[src/rtl/m_dmem_bist_if.sv]
// dmem request/response bundle between the BIST master and the memory subsystem.
// Signal names keep their top-level port names so traces line up with the memory-side netlist.
interface m_dmem_bist_if;
  logic        o_dmem_init_done;
  logic [3:0]  o_dmem_init_wen;
  logic [31:0] o_dmem_init_addr;
  logic [31:0] o_dmem_init_data;
  logic        o_dmem_ren;
  logic [3:0]  o_dmem_wen;
  logic [31:0] o_dmem_addr;
  logic [31:0] o_dmem_data;
  logic [31:0] i_dmem_data;
  logic        i_dmem_stall;

  modport master (
    output o_dmem_init_done, o_dmem_init_wen, o_dmem_init_addr, o_dmem_init_data,
    output o_dmem_ren, o_dmem_wen, o_dmem_addr, o_dmem_data,
    input  i_dmem_data, i_dmem_stall
  );

  modport slave (
    input  o_dmem_init_done, o_dmem_init_wen, o_dmem_init_addr, o_dmem_init_data,
    input  o_dmem_ren, o_dmem_wen, o_dmem_addr, o_dmem_data,
    output i_dmem_data, i_dmem_stall
  );
endinterface

[src/rtl/m_dmem_bist.sv]
// dmem BIST master: init-port fill, read-back, overwrite, second read-back; reports pass/fail.
// Latency 2 cycles/word with no stall; a request is only issued on a cycle where stall is low.
module m_dmem_bist #(
  parameter logic [31:0] BASE_ADDR = 32'h0000_0000,
  parameter int          NUM_WORDS = 256,
  parameter logic [31:0] SEED      = 32'h1234_5678
) (
  input  logic        i_clk,
  input  logic        i_rst,
  input  logic        i_start,
  output logic        o_busy,
  output logic        o_done,
  output logic        o_pass,
  output logic [15:0] o_err_count,
  output logic [31:0] o_first_err_addr,
  m_dmem_bist_if.master dmem
);

  localparam logic [3:0] S_IDLE   = 4'd0;
  localparam logic [3:0] S_FILL_I = 4'd1;
  localparam logic [3:0] S_FILL_W = 4'd2;
  localparam logic [3:0] S_RD1_I  = 4'd3;
  localparam logic [3:0] S_RD1_W  = 4'd4;
  localparam logic [3:0] S_WR2_I  = 4'd5;
  localparam logic [3:0] S_WR2_W  = 4'd6;
  localparam logic [3:0] S_RD2_I  = 4'd7;
  localparam logic [3:0] S_RD2_W  = 4'd8;
  localparam logic [3:0] S_DONE   = 4'd9;

  localparam logic [15:0] LAST_K  = 16'(NUM_WORDS - 1);
  localparam logic [31:0] BASE_W  = {BASE_ADDR[31:2], 2'b00};

  logic [3:0]  state_q, state_d;
  logic [15:0] k_q, k_d;
  logic [15:0] err_q, err_d;
  logic [31:0] first_q, first_d;
  logic        done_q, done_d;
  logic        init_done_q, init_done_d;
  logic        chk_vld_q, chk_vld_d;
  logic [31:0] chk_dat_q, chk_dat_d;
  logic [31:0] chk_exp_q, chk_exp_d;
  logic [31:0] chk_addr_q, chk_addr_d;

  logic [31:0] addr_w;
  logic [31:0] p1_w;
  logic        stall_w;
  logic        issue_st_w;
  logic        issue_w;
  logic        last_w;

  assign stall_w    = dmem.i_dmem_stall;
  assign addr_w     = BASE_W + {14'd0, k_q, 2'b00};
  assign p1_w       = addr_w ^ SEED;
  assign last_w     = (k_q == LAST_K);
  assign issue_st_w = (state_q == S_FILL_I) || (state_q == S_RD1_I) ||
                      (state_q == S_WR2_I)  || (state_q == S_RD2_I);
  assign issue_w    = issue_st_w && !stall_w;

  // Read data is registered on the response cycle and compared one cycle later;
  // done is delayed by the same cycle so pass/err reflect the final compare.
  always_comb begin
    state_d     = state_q;
    k_d         = k_q;
    err_d       = err_q;
    first_d     = first_q;
    done_d      = done_q;
    init_done_d = init_done_q;
    chk_vld_d   = 1'b0;
    chk_dat_d   = chk_dat_q;
    chk_exp_d   = chk_exp_q;
    chk_addr_d  = chk_addr_q;

    if (chk_vld_q && (chk_dat_q != chk_exp_q)) begin
      if (err_q == 16'd0) first_d = chk_addr_q;
      if (err_q != 16'hFFFF) err_d = err_q + 16'd1;
    end

    case (state_q)
      S_IDLE, S_DONE: begin
        if (state_q == S_DONE) done_d = 1'b1;
        if (i_start) begin
          state_d     = S_FILL_I;
          k_d         = 16'd0;
          err_d       = 16'd0;
          first_d     = 32'd0;
          done_d      = 1'b0;
          init_done_d = 1'b0;
        end
      end
      S_FILL_I: if (!stall_w) state_d = S_FILL_W;
      S_RD1_I:  if (!stall_w) state_d = S_RD1_W;
      S_WR2_I:  if (!stall_w) state_d = S_WR2_W;
      S_RD2_I:  if (!stall_w) state_d = S_RD2_W;
      S_FILL_W, S_RD1_W, S_WR2_W, S_RD2_W: begin
        if (!stall_w) begin
          if ((state_q == S_RD1_W) || (state_q == S_RD2_W)) begin
            chk_vld_d  = 1'b1;
            chk_dat_d  = dmem.i_dmem_data;
            chk_exp_d  = (state_q == S_RD1_W) ? p1_w : ~p1_w;
            chk_addr_d = addr_w;
          end
          if (last_w) begin
            k_d = 16'd0;
            case (state_q)
              S_FILL_W: begin
                state_d     = S_RD1_I;
                init_done_d = 1'b1;
              end
              S_RD1_W: state_d = S_WR2_I;
              S_WR2_W: state_d = S_RD2_I;
              default: state_d = S_DONE;
            endcase
          end else begin
            k_d     = k_q + 16'd1;
            state_d = state_q - 4'd1;
          end
        end
      end
      default: state_d = S_IDLE;
    endcase
  end

  always_ff @(posedge i_clk) begin
    if (i_rst) begin
      state_q     <= S_IDLE;
      k_q         <= 16'd0;
      err_q       <= 16'd0;
      first_q     <= 32'd0;
      done_q      <= 1'b0;
      init_done_q <= 1'b0;
      chk_vld_q   <= 1'b0;
      chk_dat_q   <= 32'd0;
      chk_exp_q   <= 32'd0;
      chk_addr_q  <= 32'd0;
    end else begin
      state_q     <= state_d;
      k_q         <= k_d;
      err_q       <= err_d;
      first_q     <= first_d;
      done_q      <= done_d;
      init_done_q <= init_done_d;
      chk_vld_q   <= chk_vld_d;
      chk_dat_q   <= chk_dat_d;
      chk_exp_q   <= chk_exp_d;
      chk_addr_q  <= chk_addr_d;
    end
  end

  always_comb begin
    dmem.o_dmem_init_done = init_done_q;
    dmem.o_dmem_init_wen  = 4'b0000;
    dmem.o_dmem_init_addr = 32'd0;
    dmem.o_dmem_init_data = 32'd0;
    dmem.o_dmem_ren       = 1'b0;
    dmem.o_dmem_wen       = 4'b0000;
    dmem.o_dmem_addr      = 32'd0;
    dmem.o_dmem_data      = 32'd0;
    if (issue_w) begin
      case (state_q)
        S_FILL_I: begin
          dmem.o_dmem_init_wen  = 4'b1111;
          dmem.o_dmem_init_addr = addr_w;
          dmem.o_dmem_init_data = p1_w;
        end
        S_WR2_I: begin
          dmem.o_dmem_wen  = 4'b1111;
          dmem.o_dmem_addr = addr_w;
          dmem.o_dmem_data = ~p1_w;
        end
        default: begin
          dmem.o_dmem_ren  = 1'b1;
          dmem.o_dmem_addr = addr_w;
        end
      endcase
    end
  end

  assign o_busy           = (state_q != S_IDLE) && (state_q != S_DONE);
  assign o_done           = done_q;
  assign o_pass           = done_q && (err_q == 16'd0);
  assign o_err_count      = err_q;
  assign o_first_err_addr = first_q;

endmodule

[src/flat_wrapper.sv]
// flat-port wrapper written by rule: the top's interface ports become plain ports
module m_dmem_bist_flat 
#(
  parameter logic [31:0] BASE_ADDR = 32'h0000_0000,
  parameter int          NUM_WORDS = 256,
  parameter logic [31:0] SEED      = 32'h1234_5678
)
  (i_clk, i_rst, i_start, o_busy, o_done, o_pass, o_err_count, o_first_err_addr, dmem_o_dmem_init_done, dmem_o_dmem_init_wen, dmem_o_dmem_init_addr, dmem_o_dmem_init_data, dmem_o_dmem_ren, dmem_o_dmem_wen, dmem_o_dmem_addr, dmem_o_dmem_data, dmem_i_dmem_data, dmem_i_dmem_stall);
  m_dmem_bist_if dmem_i ();
  input  logic i_clk;
  input  logic i_rst;
  input  logic i_start;
  output logic o_busy;
  output logic o_done;
  output logic o_pass;
  output logic [15:0] o_err_count;
  output logic [31:0] o_first_err_addr;
  output wire logic [$bits(dmem_i.o_dmem_init_done)-1:0] dmem_o_dmem_init_done;
  output wire logic [$bits(dmem_i.o_dmem_init_wen)-1:0] dmem_o_dmem_init_wen;
  output wire logic [$bits(dmem_i.o_dmem_init_addr)-1:0] dmem_o_dmem_init_addr;
  output wire logic [$bits(dmem_i.o_dmem_init_data)-1:0] dmem_o_dmem_init_data;
  output wire logic [$bits(dmem_i.o_dmem_ren)-1:0] dmem_o_dmem_ren;
  output wire logic [$bits(dmem_i.o_dmem_wen)-1:0] dmem_o_dmem_wen;
  output wire logic [$bits(dmem_i.o_dmem_addr)-1:0] dmem_o_dmem_addr;
  output wire logic [$bits(dmem_i.o_dmem_data)-1:0] dmem_o_dmem_data;
  input wire logic [$bits(dmem_i.i_dmem_data)-1:0] dmem_i_dmem_data;
  input wire logic [$bits(dmem_i.i_dmem_stall)-1:0] dmem_i_dmem_stall;
  assign dmem_o_dmem_init_done = dmem_i.o_dmem_init_done;
  assign dmem_o_dmem_init_wen = dmem_i.o_dmem_init_wen;
  assign dmem_o_dmem_init_addr = dmem_i.o_dmem_init_addr;
  assign dmem_o_dmem_init_data = dmem_i.o_dmem_init_data;
  assign dmem_o_dmem_ren = dmem_i.o_dmem_ren;
  assign dmem_o_dmem_wen = dmem_i.o_dmem_wen;
  assign dmem_o_dmem_addr = dmem_i.o_dmem_addr;
  assign dmem_o_dmem_data = dmem_i.o_dmem_data;
  assign dmem_i.i_dmem_data = dmem_i_dmem_data;
  assign dmem_i.i_dmem_stall = dmem_i_dmem_stall;
  m_dmem_bist #(.BASE_ADDR(BASE_ADDR), .NUM_WORDS(NUM_WORDS), .SEED(SEED)) u_core (.i_clk(i_clk), .i_rst(i_rst), .i_start(i_start), .o_busy(o_busy), .o_done(o_done), .o_pass(o_pass), .o_err_count(o_err_count), .o_first_err_addr(o_first_err_addr), .dmem(dmem_i));
endmodule
[config.mk]
export PLATFORM = sky130hd
export DESIGN_NAME = m_dmem_bist_flat
export DESIGN_NICKNAME = d
export VERILOG_FILES = /design/src/rtl/m_dmem_bist_if.sv /design/src/rtl/m_dmem_bist.sv /design/src/flat_wrapper.sv
export SDC_FILE = /design/constraint.sdc
export NUM_CORES = 1
export LEC_CHECK = 0
export BUFFER_PORTS_ARGS = -buffer_cell sky130_fd_sc_hd__buf_2
export CORE_ASPECT_RATIO = 0.75
export CORE_UTILIZATION = 45
export CTS_BUF_LIST = sky130_fd_sc_hd__clkbuf_4 sky130_fd_sc_hd__clkbuf_8
export CTS_CLUSTER_SIZE = 40
export DETAILED_ROUTE_END_ITERATION = 6
export HOLD_SLACK_MARGIN = 0.12
export PLACE_DENSITY = 0.86
export SYNTH_ARGS = -nofsm -noshare
export SYNTH_HDL_FRONTEND = slang
export SYNTH_SLANG_ARGS = --single-unit
[constraint.sdc]
create_clock -name i_clk -period 2 [get_ports i_clk]
set_input_delay 0.3 -clock i_clk [delete_from_list [all_inputs] [get_ports i_clk]]
set_output_delay 0.3 -clock i_clk [all_outputs]
set_load 0.1 [all_outputs]
==> flow_metrics.tcl <==
set metrics [dict create \
    status "complete, but fails checks" \
    violations "negative setup slack" \
    total_power_mw 13.5 \
    fp.dieArea_um2 15900 \
    path_delay_family "compound AO/OA/AOI/OAI gates" \
    hold_violations 0 \
    numCtsBuffers 17 \
    synth-seq-cells 137 \
    portBuffers 176 \
    synth.avg_cell_area_um2 7.86 \
    fin_crit_ps 2610 \
    cts_root_buffer "clkbuf_8" \
    worst_path_max_delay_cell "a2111oi_0" \
    postSynthCellCount 883 \
    dp_hpwl_mm 15.0 \
    final_util_pct 82.9 \
    grt_util_all_layers_pct 36.4 \
    tightest_slew_ps 642 \
    wire_per_inst_um 24.2 \
    synthArstFlopShare_pct 0 \
    start_kind "flop" \
    synth_top_area_share_pct 39.5 \
    grt_pass1_vias 7903 \
    synth_top_cell_by_area "dfxtp_1" \
    finalWeightedCongestion 0.948 \
    finalNetCount 1192 \
    critPathMostFrequentCell "nor2_1" \
    fin_crit_sh_pct 130 \
    rows 38 \
    synth_edf_count 0 \
    cp-end-kind "flop" \
    synth-main-ff-cell "dfxtp_1" \
    htree_num_levels 4 \
    top_usage_layer "met2" \
    core_area_um2 14700 \
    vdd_drop_max_v 0.000618 \
    clkTransAtPathRegs_ps 90 \
    fmax_mhz 383 \
    crit_buf_inv 2 \
    n_antenna_cell 0 \
    drive_gt1_share_pct 49.1 \
    ys_seq_area_share_pct 39.5 \
    boundaryPins 225 \
    drc 0 \
    fill_cells 740 \
    clk_path_buf_depth 2 \
    cp_max_fo 3 \
    drt-initial-drc-count 1260 \
    die_w_um 145 \
    synthToLayoutAreaGrowth_pct 75.9 \
    synth-warning-count 0 \
    maxSlewViolCount 0 \
    multi_input_area_um2 4550 \
    syn_area_um2 6940 \
    whs_ps 131 \
    yosys-top-cells-area "dfxtp_1 40%, buf_4 8.9%, nand2_1 8.1%, a21oi_1 5.8%, and2_1 3.8%" \
    crit_arrival_ps 2960 \
    start_util_pct 47.1 \
    setup_viol 185 \
    ff_latch_area_um2 2790 \
    clkLatencyLatePin_ps 470 \
    use_met2_pct 62.0 \
    grt_start_max_net_pins 58 \
    critPathRequiredTime_ps 2360 \
    met3_usage_pct 8.38 \
    cp_cell_sequence "buf_6 > ha_4 > buf_4 > a2111oi_0 > o21ai_0 > and2_1 > nor2_1 > nor2_1 > a311oi_1" \
    critPathKind "reg2reg" \
    place_area_um2 9720 \
    first_pass_iters 7 \
    cts.sinks 137 \
    rsz0062_at_grt "yes" \
    dieHeight_um 110 \
    antenna_found_initial 1 \
    hold_path.class "in2reg" \
    globalRouteOverflowTotal 0 \
    ant_nets 0 \
    synth_cell_types 63 \
    vias_per_cell 6.15 \
    finalInstanceArea_um2 12200 \
    maxSlewHeadroom_pct 57.2 \
    gr-usage-met1_pct 42.1 \
    postLayoutSetupSlackWorst_ps -608 \
    wl_mm 33.0 \
    routed-via-count 8374 \
    cap_viol_max_count 0 \
    clock_skew_ps 15.0 \
    grt_pass1_wl_mm 44.5 \
    cp_slowest_stage_delay_ps 540 \
    leakagePower_nw 4.91 \
    p_per_area_nw_per_um2 1110 \
    cts_tree "yes" \
]
## Yosys cell counts, types with 8 or more instances
library cell    n
o21ai_0        18
or3_1          11
a221oi_1        8
nand2_1       149
nor2_2          9
and2_1         42
or4_1           9
nand4_1        10
a21oi_1        80
buf_4          82
nor3_1         10
xnor2_1        10
nand3_1        32
o21ai_1        16
nor2_1         56
xor2_1         26
inv_1          14
and3_1         17
dfxtp_1       137
nor4_1         10
clkbuf_1       52
## stage by stage
stage / setup WS [ps] / setup TNS [ps] / std cells
after floorplan: -243 / -7200 / 930
after global placement: -22.1 / -35.3 / 1239
after global routing: -566 / -62730 / 1362
final: -608 / -56560 / 1362
after detailed placement: -277 / -3170 / 1239
after CTS: -359 / -33820 / 1356
## timing repair
item                                    4_1_cts  5_1_grt
gates cloned                                 18        0
hold buffers                                 27        0
gates resized for setup                     139      128
endpoints found under the setup margin      157      167
buffers inserted                             43       21
pin swaps                                    25       48
hold endpoints to repair                     27        0
## area by class of cell
class	instances	share of cell area (%)
multi-input cells	634	37.3
repair buffers	342	33.5
flip-flops and latches	137	22.9
well taps	200	2.05
clock buffers	17	1.92
clock inverters	15	1.45
inverters	15	0.686
repair inverters	2	0.266
## worst paths after layout
path / start / endpoint / slack, ps / depth (start not counted)
worst max-delay path: u_core.state_q[0]$_SDFFE_PP0P_ / u_core.state_q[0]$_SDFFE_PP0P_ / -610 / 9
worst min-delay path: dmem_i_dmem_data[5] / u_core.chk_dat_q[5]$_SDFFE_PP0P_ / 130 / 3
worst max register to register: u_core.state_q[0]$_SDFFE_PP0P_ / u_core.state_q[0]$_SDFFE_PP0P_ / -610 / 9
worst min register to register: u_core.chk_dat_q[23]$_SDFFE_PP0P_ / u_core.chk_dat_q[23]$_SDFFE_PP0P_ / 470 / 2
## power breakdown
group / switching, mW / total (mW) / internal (mW)
clock: 1.21 / 2.45 / 1.23
combinational: 4.83 / 8.08 / 3.25
sequential: 0.134 / 2.99 / 2.86
total: 6.18 / 13.5 / 7.34
## tightest hold or removal path: stages
cell	delay, ps
buf_2	100
nand2_1	70
a21oi_1	70
## metal layers
| layer | routed length [um] | share of wire (%) |
|---|---|---|
| met1 | 11500 | 35 |
| met2 | 15400 | 47 |
| met3 | 3880 | 12 |
| met4 | 2160 | 6.6 |
| met5 | 0 | 0 |
## kinds of logic (layout without fill, tap and decap cells)
family	after synthesis	count (layout)	synth area share, %
AND/OR/NAND/NOR	375	375	26.2
AO/OA/AOI/OAI	164	164	14.5
buffers and inverters	159	391	13.3
flip-flops	137	137	39.5
XOR/XNOR	36	36	4.54
adder cells (fa/ha/maj)	7	7	1.26
multiplexers	4	4	0.577
other	1	48	0.0540
## sequential cells by signal, summed over array words and instances, names as in the netlist
signal and count:
u_core.chk_dat_q 32, u_core.o_first_err_addr 32, u_core.chk_exp_q 18, u_core.chk_addr_q 16, u_core.k_q 16, u_core.o_err_count 16
u_core.state_q 4, u_core.chk_vld_q 1, u_core.dmem.o_dmem_init_done 1, u_core.o_done 1
## cell usage in the layout (no fill, tap or decap), types with 5 or more instances in the layout
master,instances
buf_4,79
a21oi_1,71
nand4_1,10
and3_4,11
buf_6,28
a221oi_1,8
nor2_2,5
nand3_2,11
inv_1,6
xnor2_1,6
nor2_1,34
and2_4,39
o21ai_2,21
dfxtp_2,15
buf_8,7
ha_4,5
nand2_1,147
o21a_1,5
buf_12,107
buf_2,85
clkinvlp_4,5
conb_1,48
a21oi_2,6
dlygate4sd3_1,27
nand3_1,14
nand3_4,7
nor3_1,5
or4_1,6
buf_16,7
clkinv_4,5
nor2_4,27
o21ai_0,6
dfxtp_1,114
or3_1,7
dfxtp_4,8
o21ai_4,7
clkbuf_8,17
and3_1,6
xor2_1,26
Power figures use the tool's default switching activity.
